`config.mk`:
```
export PLATFORM = sky130hd
export DESIGN_NAME = pipe_pwr_rate_ctrl_flat
export DESIGN_NICKNAME = d
export VERILOG_FILES = /design/src/rtl/pipe_ctrl_pkg.sv /design/src/rtl/pipe_pwr_rate_ctrl_if.sv /design/src/rtl/pipe_ctrl_timer.sv /design/src/rtl/pipe_pwr_rate_ctrl.sv /design/src/flat_wrapper.sv
export SDC_FILE = /design/constraint.sdc
export NUM_CORES = 1
export LEC_CHECK = 0
export CORE_UTILIZATION = 30
export CTS_BUF_LIST = sky130_fd_sc_hd__clkbuf_16
export CTS_CLUSTER_DIAMETER = 60
export DETAILED_ROUTE_END_ITERATION = 8
export PLACE_DENSITY = 0.54
export RECOVER_POWER = 25
export SLEW_MARGIN = 5
export SYNTH_ARGS = -nofsm -noshare
export SYNTH_HDL_FRONTEND = slang
export SYNTH_SLANG_ARGS = --single-unit
```
`constraint.sdc`:
```
create_clock -name clk -period 4.9 [get_ports clk]
set_input_delay 1.225 -clock clk [delete_from_list [all_inputs] [get_ports clk]]
set_output_delay 1.225 -clock clk [all_outputs]
set_load 0.02 [all_outputs]
```
`src/rtl/pipe_ctrl_pkg.sv`:
```
// Shared types and constants for the PIPE PowerDown/Rate/receiver-detect sequencer.
package pipe_ctrl_pkg;

    typedef enum logic [3:0] {
        PD_P0  = 4'd0,
        PD_P0S = 4'd1,
        PD_P1  = 4'd2,
        PD_P2  = 4'd3
    } pwr_state_e;

    typedef enum logic [1:0] {
        OP_POWER  = 2'd0,
        OP_RATE   = 2'd1,
        OP_DETECT = 2'd2,
        OP_RSVD   = 2'd3
    } op_e;

    typedef enum logic [1:0] {
        ST_OK        = 2'd0,
        ST_ERR_ARG   = 2'd1,
        ST_ERR_STATE = 2'd2,
        ST_TIMEOUT   = 2'd3
    } status_e;

    typedef enum logic [2:0] {
        RST_WAIT  = 3'd0,
        IDLE      = 3'd1,
        WAIT_PWR  = 3'd2,
        WAIT_RATE = 3'd3,
        WAIT_DET  = 3'd4,
        RESP      = 3'd5
    } fsm_state_e;

    localparam logic [2:0] RX_STATUS_DET = 3'b011;
    localparam logic [3:0] PD_RESET      = 4'h2;
    localparam logic [3:0] RATE_RESET    = 4'h0;
    localparam logic [3:0] ELEC_IDLE_ALL = 4'hF;

endpackage

```
`src/rtl/pipe_pwr_rate_ctrl_if.sv`:
```
// Command/response bundle between the LTSSM (master) and the PIPE sequencer (slave).
interface pipe_pwr_rate_ctrl_if;
    logic       req_valid;
    logic       req_ready;
    logic [1:0] req_op;
    logic [3:0] req_arg;
    logic       done;
    logic [1:0] done_status;
    logic       detect_result;

    modport master (
        output req_valid, req_op, req_arg,
        input  req_ready, done, done_status, detect_result
    );

    modport slave (
        input  req_valid, req_op, req_arg,
        output req_ready, done, done_status, detect_result
    );
endinterface

```
`src/rtl/pipe_ctrl_timer.sv`:
```
// Handshake watchdog: terminal-count down-counter, reloaded while clear is high.
// Only instantiated when PIPE_PWR_RATE_CTRL_TIMEOUT_EN is defined.
module pipe_ctrl_timer #(
    parameter int LIMIT = 1024
) (
    input  logic clk,
    input  logic reset,
    input  logic clear,
    input  logic enable,
    output logic expired
);
    localparam int W = (LIMIT > 2) ? $clog2(LIMIT) : 1;
    localparam logic [W-1:0] LOAD = W'(LIMIT - 1);

    logic [W-1:0] count;

    always_ff @(posedge clk or posedge reset) begin
        if (reset) begin
            count <= LOAD;
        end else if (clear) begin
            count <= LOAD;
        end else if (enable && count != '0) begin
            count <= count - W'(1);
        end
    end

    // Terminal count is the LIMIT-th waiting cycle after the wait began.
    assign expired = enable && (count == '0);
endmodule

```
`src/rtl/pipe_pwr_rate_ctrl.sv`:
```
// MAC-side sequencer for PIPE PowerDown, Rate and receiver detect.
// Optional handshake watchdog enabled by macro PIPE_PWR_RATE_CTRL_TIMEOUT_EN.
//
// state     | meaning
// RST_WAIT  | PHY still holding phy_status after reset
// IDLE      | ready for a command
// WAIT_PWR  | PowerDown changed, waiting for phy_status
// WAIT_RATE | Rate changed, TxElecIdle forced, waiting for phy_status
// WAIT_DET  | TxDetectRx asserted, waiting for phy_status
// RESP      | done pulse with status; can accept the next command
module pipe_pwr_rate_ctrl
    import pipe_ctrl_pkg::*;
#(
    parameter int MAX_RATE       = 4,
    parameter int TIMEOUT_CYCLES = 1024
) (
    input  logic                 clk,
    input  logic                 reset,
    pipe_pwr_rate_ctrl_if.slave  req,
    input  logic [3:0]           mac_tx_elec_idle,
    input  logic                 phy_status,
    input  logic [2:0]           rx_status,
    output logic [3:0]           power_down,
    output logic [3:0]           rate,
    output logic                 tx_detect_rx,
    output logic [3:0]           tx_elec_idle
);
    localparam logic [3:0] MAX_RATE_L = 4'(MAX_RATE);

    fsm_state_e state;
    status_e    status_q;
    logic       ready_q;
    logic       done_q;
    logic       detect_q;

    op_e  op;
    logic arg_bad;
    logic state_bad;
    logic no_op;
    logic timeout;

    always_comb begin
        op        = op_e'(req.req_op);
        arg_bad   = (op == OP_RSVD)
                 || (op == OP_POWER && req.req_arg > 4'd3)
                 || (op == OP_RATE  && req.req_arg > MAX_RATE_L);
        state_bad = (op == OP_RATE   && power_down > PD_P0S)
                 || (op == OP_DETECT && power_down != PD_P1);
        no_op     = (op == OP_POWER && req.req_arg == power_down)
                 || (op == OP_RATE  && req.req_arg == rate);
    end

`ifdef PIPE_PWR_RATE_CTRL_TIMEOUT_EN
    logic in_wait;
    logic expired;

    assign in_wait = (state == WAIT_PWR) || (state == WAIT_RATE) || (state == WAIT_DET);

    pipe_ctrl_timer #(.LIMIT(TIMEOUT_CYCLES)) u_timer (
        .clk     (clk),
        .reset   (reset),
        .clear   (!in_wait),
        .enable  (in_wait),
        .expired (expired)
    );

    assign timeout = expired;
`else
    logic unused_timeout_cfg;

    assign unused_timeout_cfg = (TIMEOUT_CYCLES == 0);
    assign timeout            = 1'b0;
`endif

    always_ff @(posedge clk or posedge reset) begin
        if (reset) begin
            state        <= RST_WAIT;
            status_q     <= ST_OK;
            ready_q      <= 1'b0;
            done_q       <= 1'b0;
            detect_q     <= 1'b0;
            power_down   <= PD_RESET;
            rate         <= RATE_RESET;
            tx_detect_rx <= 1'b0;
            tx_elec_idle <= ELEC_IDLE_ALL;
        end else begin
            done_q       <= 1'b0;
            tx_elec_idle <= mac_tx_elec_idle;
            case (state)
                RST_WAIT: begin
                    if (!phy_status) begin
                        state   <= IDLE;
                        ready_q <= 1'b1;
                    end
                end
                IDLE, RESP: begin
                    state   <= IDLE;
                    ready_q <= 1'b1;
                    if (req.req_valid) begin
                        if (arg_bad || state_bad || no_op) begin
                            state    <= RESP;
                            done_q   <= 1'b1;
                            status_q <= arg_bad ? ST_ERR_ARG : (state_bad ? ST_ERR_STATE : ST_OK);
                        end else begin
                            ready_q <= 1'b0;
                            case (op)
                                OP_POWER: begin
                                    power_down <= req.req_arg;
                                    state      <= WAIT_PWR;
                                end
                                OP_RATE: begin
                                    rate         <= req.req_arg;
                                    tx_elec_idle <= ELEC_IDLE_ALL;
                                    state        <= WAIT_RATE;
                                end
                                default: begin
                                    tx_detect_rx <= 1'b1;
                                    state        <= WAIT_DET;
                                end
                            endcase
                        end
                    end
                end
                WAIT_PWR, WAIT_RATE, WAIT_DET: begin
                    // Electrical idle stays forced through the RESP cycle of a rate change.
                    if (state == WAIT_RATE) begin
                        tx_elec_idle <= ELEC_IDLE_ALL;
                    end
                    if (phy_status || timeout) begin
                        state        <= RESP;
                        ready_q      <= 1'b1;
                        done_q       <= 1'b1;
                        status_q     <= phy_status ? ST_OK : ST_TIMEOUT;
                        tx_detect_rx <= 1'b0;
                        if (state == WAIT_DET && phy_status) begin
                            detect_q <= (rx_status == RX_STATUS_DET);
                        end
                    end
                end
                default: begin
                    state <= RST_WAIT;
                end
            endcase
        end
    end

    assign req.req_ready     = ready_q;
    assign req.done          = done_q;
    assign req.done_status   = status_q;
    assign req.detect_result = detect_q;
endmodule

```
`src/flat_wrapper.sv`:
```
// flat-port wrapper written by rule: the top's interface ports become plain ports
module pipe_pwr_rate_ctrl_flat import pipe_ctrl_pkg::*;
#(
    parameter int MAX_RATE       = 4,
    parameter int TIMEOUT_CYCLES = 1024
)
  (clk, reset, mac_tx_elec_idle, phy_status, rx_status, power_down, rate, tx_detect_rx, tx_elec_idle, req_req_valid, req_req_op, req_req_arg, req_req_ready, req_done, req_done_status, req_detect_result);
  pipe_pwr_rate_ctrl_if req_i ();
  input  logic clk;
  input  logic reset;
  input  logic [3:0] mac_tx_elec_idle;
  input  logic phy_status;
  input  logic [2:0] rx_status;
  output logic [3:0] power_down;
  output logic [3:0] rate;
  output logic tx_detect_rx;
  output logic [3:0] tx_elec_idle;
  input wire logic [$bits(req_i.req_valid)-1:0] req_req_valid;
  input wire logic [$bits(req_i.req_op)-1:0] req_req_op;
  input wire logic [$bits(req_i.req_arg)-1:0] req_req_arg;
  output wire logic [$bits(req_i.req_ready)-1:0] req_req_ready;
  output wire logic [$bits(req_i.done)-1:0] req_done;
  output wire logic [$bits(req_i.done_status)-1:0] req_done_status;
  output wire logic [$bits(req_i.detect_result)-1:0] req_detect_result;
  assign req_i.req_valid = req_req_valid;
  assign req_i.req_op = req_req_op;
  assign req_i.req_arg = req_req_arg;
  assign req_req_ready = req_i.req_ready;
  assign req_done = req_i.done;
  assign req_done_status = req_i.done_status;
  assign req_detect_result = req_i.detect_result;
  pipe_pwr_rate_ctrl #(.MAX_RATE(MAX_RATE), .TIMEOUT_CYCLES(TIMEOUT_CYCLES)) u_core (.clk(clk), .reset(reset), .req(req_i), .mac_tx_elec_idle(mac_tx_elec_idle), .phy_status(phy_status), .rx_status(rx_status), .power_down(power_down), .rate(rate), .tx_detect_rx(tx_detect_rx), .tx_elec_idle(tx_elec_idle));
endmodule
```
=== Word level (Yosys, flattened, before mapping) ===
Cells that the tools add are included.

* Eq/ne operators: 18
* Muxes and demuxes: 30
* $lt $le $gt $ge: 3
* Reductions and logical operators: 27
* Bitwise gates (word level): 1

{| class="wikitable"
|+ Operators by type and width
! operator !! count
|-
| two-way mux 4 bit || 4
|-
| two-way mux 3 bit || 4
|-
| AND reduction 4 bit || 3
|-
| two-way mux 1 bit || 10
|-
| two-way mux 2 bit || 5
|-
| != test 2 bit, second input constant || 5
|-
| == test 3 x 2 -> 1 bit, second input constant || 3
|-
| one-hot mux 3 bit (3 select lines) || 1
|-
| == test 4 bit || 2
|-
| one-hot mux 4 bit (2 select lines) || 1
|-
| logical AND 1 bit || 7
|-
| == test 3 bit, second input constant || 2
|-
| logical OR 1 bit || 6
|-
| one-hot mux 3 bit (2 select lines) || 1
|-
| AND reduction 3 bit || 2
|-
| AND reduction 5 bit || 1
|-
| == test 2 bit, second input constant || 2
|-
| greater-than comparator 4 x 1 -> 1 bit, second input constant || 1
|-
| greater-than comparator 4 x 2 -> 1 bit, second input constant || 1
|-
| greater-than comparator 4 x 3 -> 1 bit, second input constant || 1
|-
| != test 4 x 2 -> 1 bit, second input constant || 1
|-
| one-hot mux 1 bit (2 select lines) || 2
|-
| one-hot mux 2 bit (2 select lines) || 1
|-
| OR reduction 2 bit || 2
|-
| other kinds (11) || 11
|}

* Input bits: 17
* Flip-flop bits (word level): 21

=== Logic depth before layout (Yosys ltp) ===
* Depth after elaboration: 9
* Depth in mapped cells: 7
* Gate-level depth less buffers: 6

=== Worst setup path after synthesis ===
No wires, ideal clock.

* Path type: input to register
* From: in req_req_op[1]
* To: reg u_core.power_down[0]
* Stages: 7
* Data arrival time: 2.528 ns
* Buffers on the path: 1
* Data required time: 4.775 ns
* Slack: 2.247 ns
* Cells stage by stage: buf_4 -> nand2b_1 -> o22ai_1 -> nor2_2 -> nand3_4 -> nor4_4 -> mux2_2

* Cells in the longest elaborated chain, start to end: 8

{| class="wikitable"
|+ RTL lines
! element !! RTL line !! source
|-
| start: declaration || flat_wrapper.sv:19 || <nowiki>input wire logic [$bits(req_i.req_op)-1:0] req_req_op;</nowiki>
|-
| zero test 2 bit || pipe_pwr_rate_ctrl.sv:45, pipe_pwr_rate_ctrl.sv:49, pipe_pwr_rate_ctrl.sv:106 ||
|-
| logical AND 1 bit || pipe_pwr_rate_ctrl.sv:45 || <nowiki>|| (op == OP_POWER && req.req_arg > 4'd3)</nowiki>
|-
| logical OR 1 bit || pipe_pwr_rate_ctrl.sv:45 ||
|-
| logical OR 1 bit || pipe_pwr_rate_ctrl.sv:46 || <nowiki>|| (op == OP_RATE && req.req_arg > MAX_RATE_L);</nowiki>
|-
| logical OR 1 bit (2 in series) || pipe_pwr_rate_ctrl.sv:100 || <nowiki>if (arg_bad || state_bad || no_op) begin</nowiki>
|-
| NOT 1 bit (no source line) || - ||
|-
| AND reduction 4 bit (no source line) (*) || - ||
|-
| end signal: assignment || pipe_pwr_rate_ctrl.sv:108 || <nowiki>power_down <= req.req_arg;</nowiki>
|-
| end: declaration || pipe_pwr_rate_ctrl.sv:23 || <nowiki>output logic [3:0] power_down,</nowiki>
|}

Mark *: on every way between the ends. The rest lies on a longest branch, timed or not.
A chain may end at the register's enable or synchronous reset.

=== Worst setup path after layout ===
Ends and elaborated chain as after synthesis.

==> run summary <==
Yosys warning count -> 0
initial antenna violation count -> 0
crit path capture type -> flop
gp weighted congestion -> 0.756
TritonCTS clock tree -> built
core area -> 3360 um2
post-CTS sizing -> 0
Diodes inserted -> 0
Cells after Synth -> 98
worst endpoint required time -> 5040 ps
CP Max Fanout -> 9
clock-pin transition on the worst setup and hold timing paths -> 60 ps
unrepaired setup endpoints after global routing -> false
Syn Nets -> 115
Global Route Usage Sum -> 0.129
CTS root buf -> clkbuf_16
drt drc -> 0
fmax -> 0.318 GHz
Pleak -> 0.000638 uW
dpl hpwl -> 1660 um
Post-Route WL -> 2200 um
placed instance area -> 1450 um2
Final Hold Fails -> 0
Final ANT Viol Nets -> 0
unique cell type count in the Yosys netlist -> 32
critical path arrival -> 3280 ps
period utilisation layout -> 0.642
initial core utilization -> 0.317
FF-to-FF setup slack -> 2810 ps
final core occ -> 0.456
pin count of the biggest net entering global routing -> 22
Slew headroom -> 0.467
first-pass GRT wire length -> 3550 um
clock latency on the worst-skew pair -> 250 ps
CTS buffer count -> 3
Top Usage Layer GRT -> met2
most common cell after layout, fill and taps aside -> clkdlybuf4s50_1
Max Slew Vio Count -> 0
cts hold-fix bufs -> 0
WL/cell -> 12.2 um
Worst-Margin Slew -> 798 ps
Rows -> 21
area added between synthesis and finish -> 43.7%
via count of the first global-routing pass -> 783
fillcell total -> 346
Seq cells post-synth -> 21
CP Launch Type -> input port
CTS sink cnt -> 21
total gr overflow -> 0
PwrDens -> 481 nW/um2
full die area -> 3800 um2
outcome -> complete, no violations
Buffers on Ports -> 34
CTS HTree Levels -> 1
drt first pass iters -> 4
Synth Cell Area -> 1070 um2
# setup viols final -> 0
Ports -> 35
deepest clock path buffer count -> 2
nets@finish -> 152
max cap viols -> 0
Die Y -> 61.6 um
Via Count -> 839
Hold Crit Class -> reg2reg
met3 usage -> 0.0273
GR Layer Usage met2 -> 0.198
Die X-Extent -> 61.6 um
met1 GRT Util -> 0.177
WS Path Type -> in2reg
fin area -> 1530 um2
setup TNS -> 0 ps
mean area per synthesized cell -> 10.9 um2
drt first-iter violations -> 41
register area share after synthesis -> 0.498
Vias/cell -> 4.66
Setup Skew -> 4.48 ps
most frequent cells in the layout -> clkdlybuf4s50_1, dfrtp_1, nand2_1
Tmin final -> 3150 ps
layout cells sized above 1 -> 0.179
setup repair bufs after CTS -> 0
Max VDD drop -> 196 uV
layer usage:
layer,vias up,share of wire
li1,409,-
met1,406,0.48
met2,22,0.47
met3,2,0.044
met4,0,0.0095
met5,-,0
power by group:
part	internal, uW	total [uW]	switching [uW]
clock network	110	172	62.7
logic	150	292	141
registers	231	274	43.1
total	491	738	247
flip-flops by register name, summed over array words and instances, names as in the netlist:
register                  count
u_core.rate                   4
u_core.tx_detect_rx           1
u_core.req.done_status        2
u_core.state                  3
u_core.req.done               1
u_core.req.req_ready          1
u_core.req.detect_result      1
u_core.tx_elec_idle           4
u_core.power_down             4
per-stage QoR:
| step | cells | setup slack [ps] | total power (uW) | hold WS, ps |
|---|---|---|---|---|
| finish | 180 | 1750 | 738 | 492 |
| detailed placement | 176 | 1460 | 572 | 477 |
| global route | 180 | 1590 | 783 | 525 |
| CTS | 180 | 1720 | 746 | 496 |
| global placement | 176 | 1580 | 570 | 483 |
| floorplan | 98 | 2250 | 443 | 586 |
critical path, stage by stage:
cell and delay [ps]:
clkdlybuf4s50_1 700, nand2b_1 290, o22ai_1 140, nor2_2 170, nand3_4 150, nor4_4 230, mux2_2 370
worst paths after layout:
kind | from | to | depth (start not counted)
max | req_req_op[1] | u_core.power_down[0]$_DFFE_PP0P_ | 7
min | u_core.req.done_status[1]$_DFFE_PP0P_ | u_core.req.done_status[1]$_DFFE_PP0P_ | 1
max reg2reg | u_core.power_down[1]$_DFFE_PP1P_ | u_core.power_down[0]$_DFFE_PP0P_ | 6
min reg2reg | u_core.req.done_status[1]$_DFFE_PP0P_ | u_core.req.done_status[1]$_DFFE_PP0P_ | 1
max in group asynchronous | reset | u_core.tx_detect_rx$_DFFE_PP0P_ | 2
min in group asynchronous | reset | u_core.rate[3]$_DFFE_PP0P_ | 2
cells in the mapped netlist:
master,instances,share of area
dfrtp_1,16,0.38
nand2_1,8,0.028
mux2_2,6,0.063
dfstp_2,5,0.12
nor2_1,5,0.018
or2_2,5,0.029
xor2_1,5,0.041
inv_1,4,0.014
nand2b_1,4,0.023
o21ai_0,4,0.019
xnor2_1,4,0.033
a21oi_1,3,0.014
nor3_1,3,0.014
o31ai_1,3,0.021
a22o_1,2,0.016
and2b_1,2,0.014
nor2b_1,2,0.012
nor3b_1,2,0.014
o22ai_1,2,0.012
buf_4,1,0.0070
clkbuf_1,1,0.0035
mux2i_1,1,0.0094
nand3_1,1,0.0047
nand3_4,1,0.016
nand3b_1,1,0.0070
nand4_1,1,0.0059
nor2_2,1,0.0059
nor3_4,1,0.015
nor4_4,1,0.020
nor4b_1,1,0.0082
o21ai_1,1,0.0047
o2bb2ai_1,1,0.0082
kinds of logic after synthesis:
logic type	count (synthesis)	synth area share
AOI/OAI and AO/OA	16	0.0950
xor gates and xnor gates	9	0.0739
buffers and inverters	6	0.0246
DFF	21	0.498
muxes	7	0.0727
and+or+nand+nor	39	0.236
area by class of cell:
cell class | instances | area [um2] | share of cell area
Multi-Input combinational cell | 71 | 509 | 0.332
Clock inverter | 1 | 5.00 | 0.00326
Timing Repair Buffer | 34 | 340 | 0.222
Tap cell | 46 | 57.6 | 0.0375
Inverter | 4 | 15.0 | 0.00979
Sequential cell | 21 | 532 | 0.347
Clock buffer | 3 | 75.1 | 0.0489
Power figures use the tool's default switching activity.
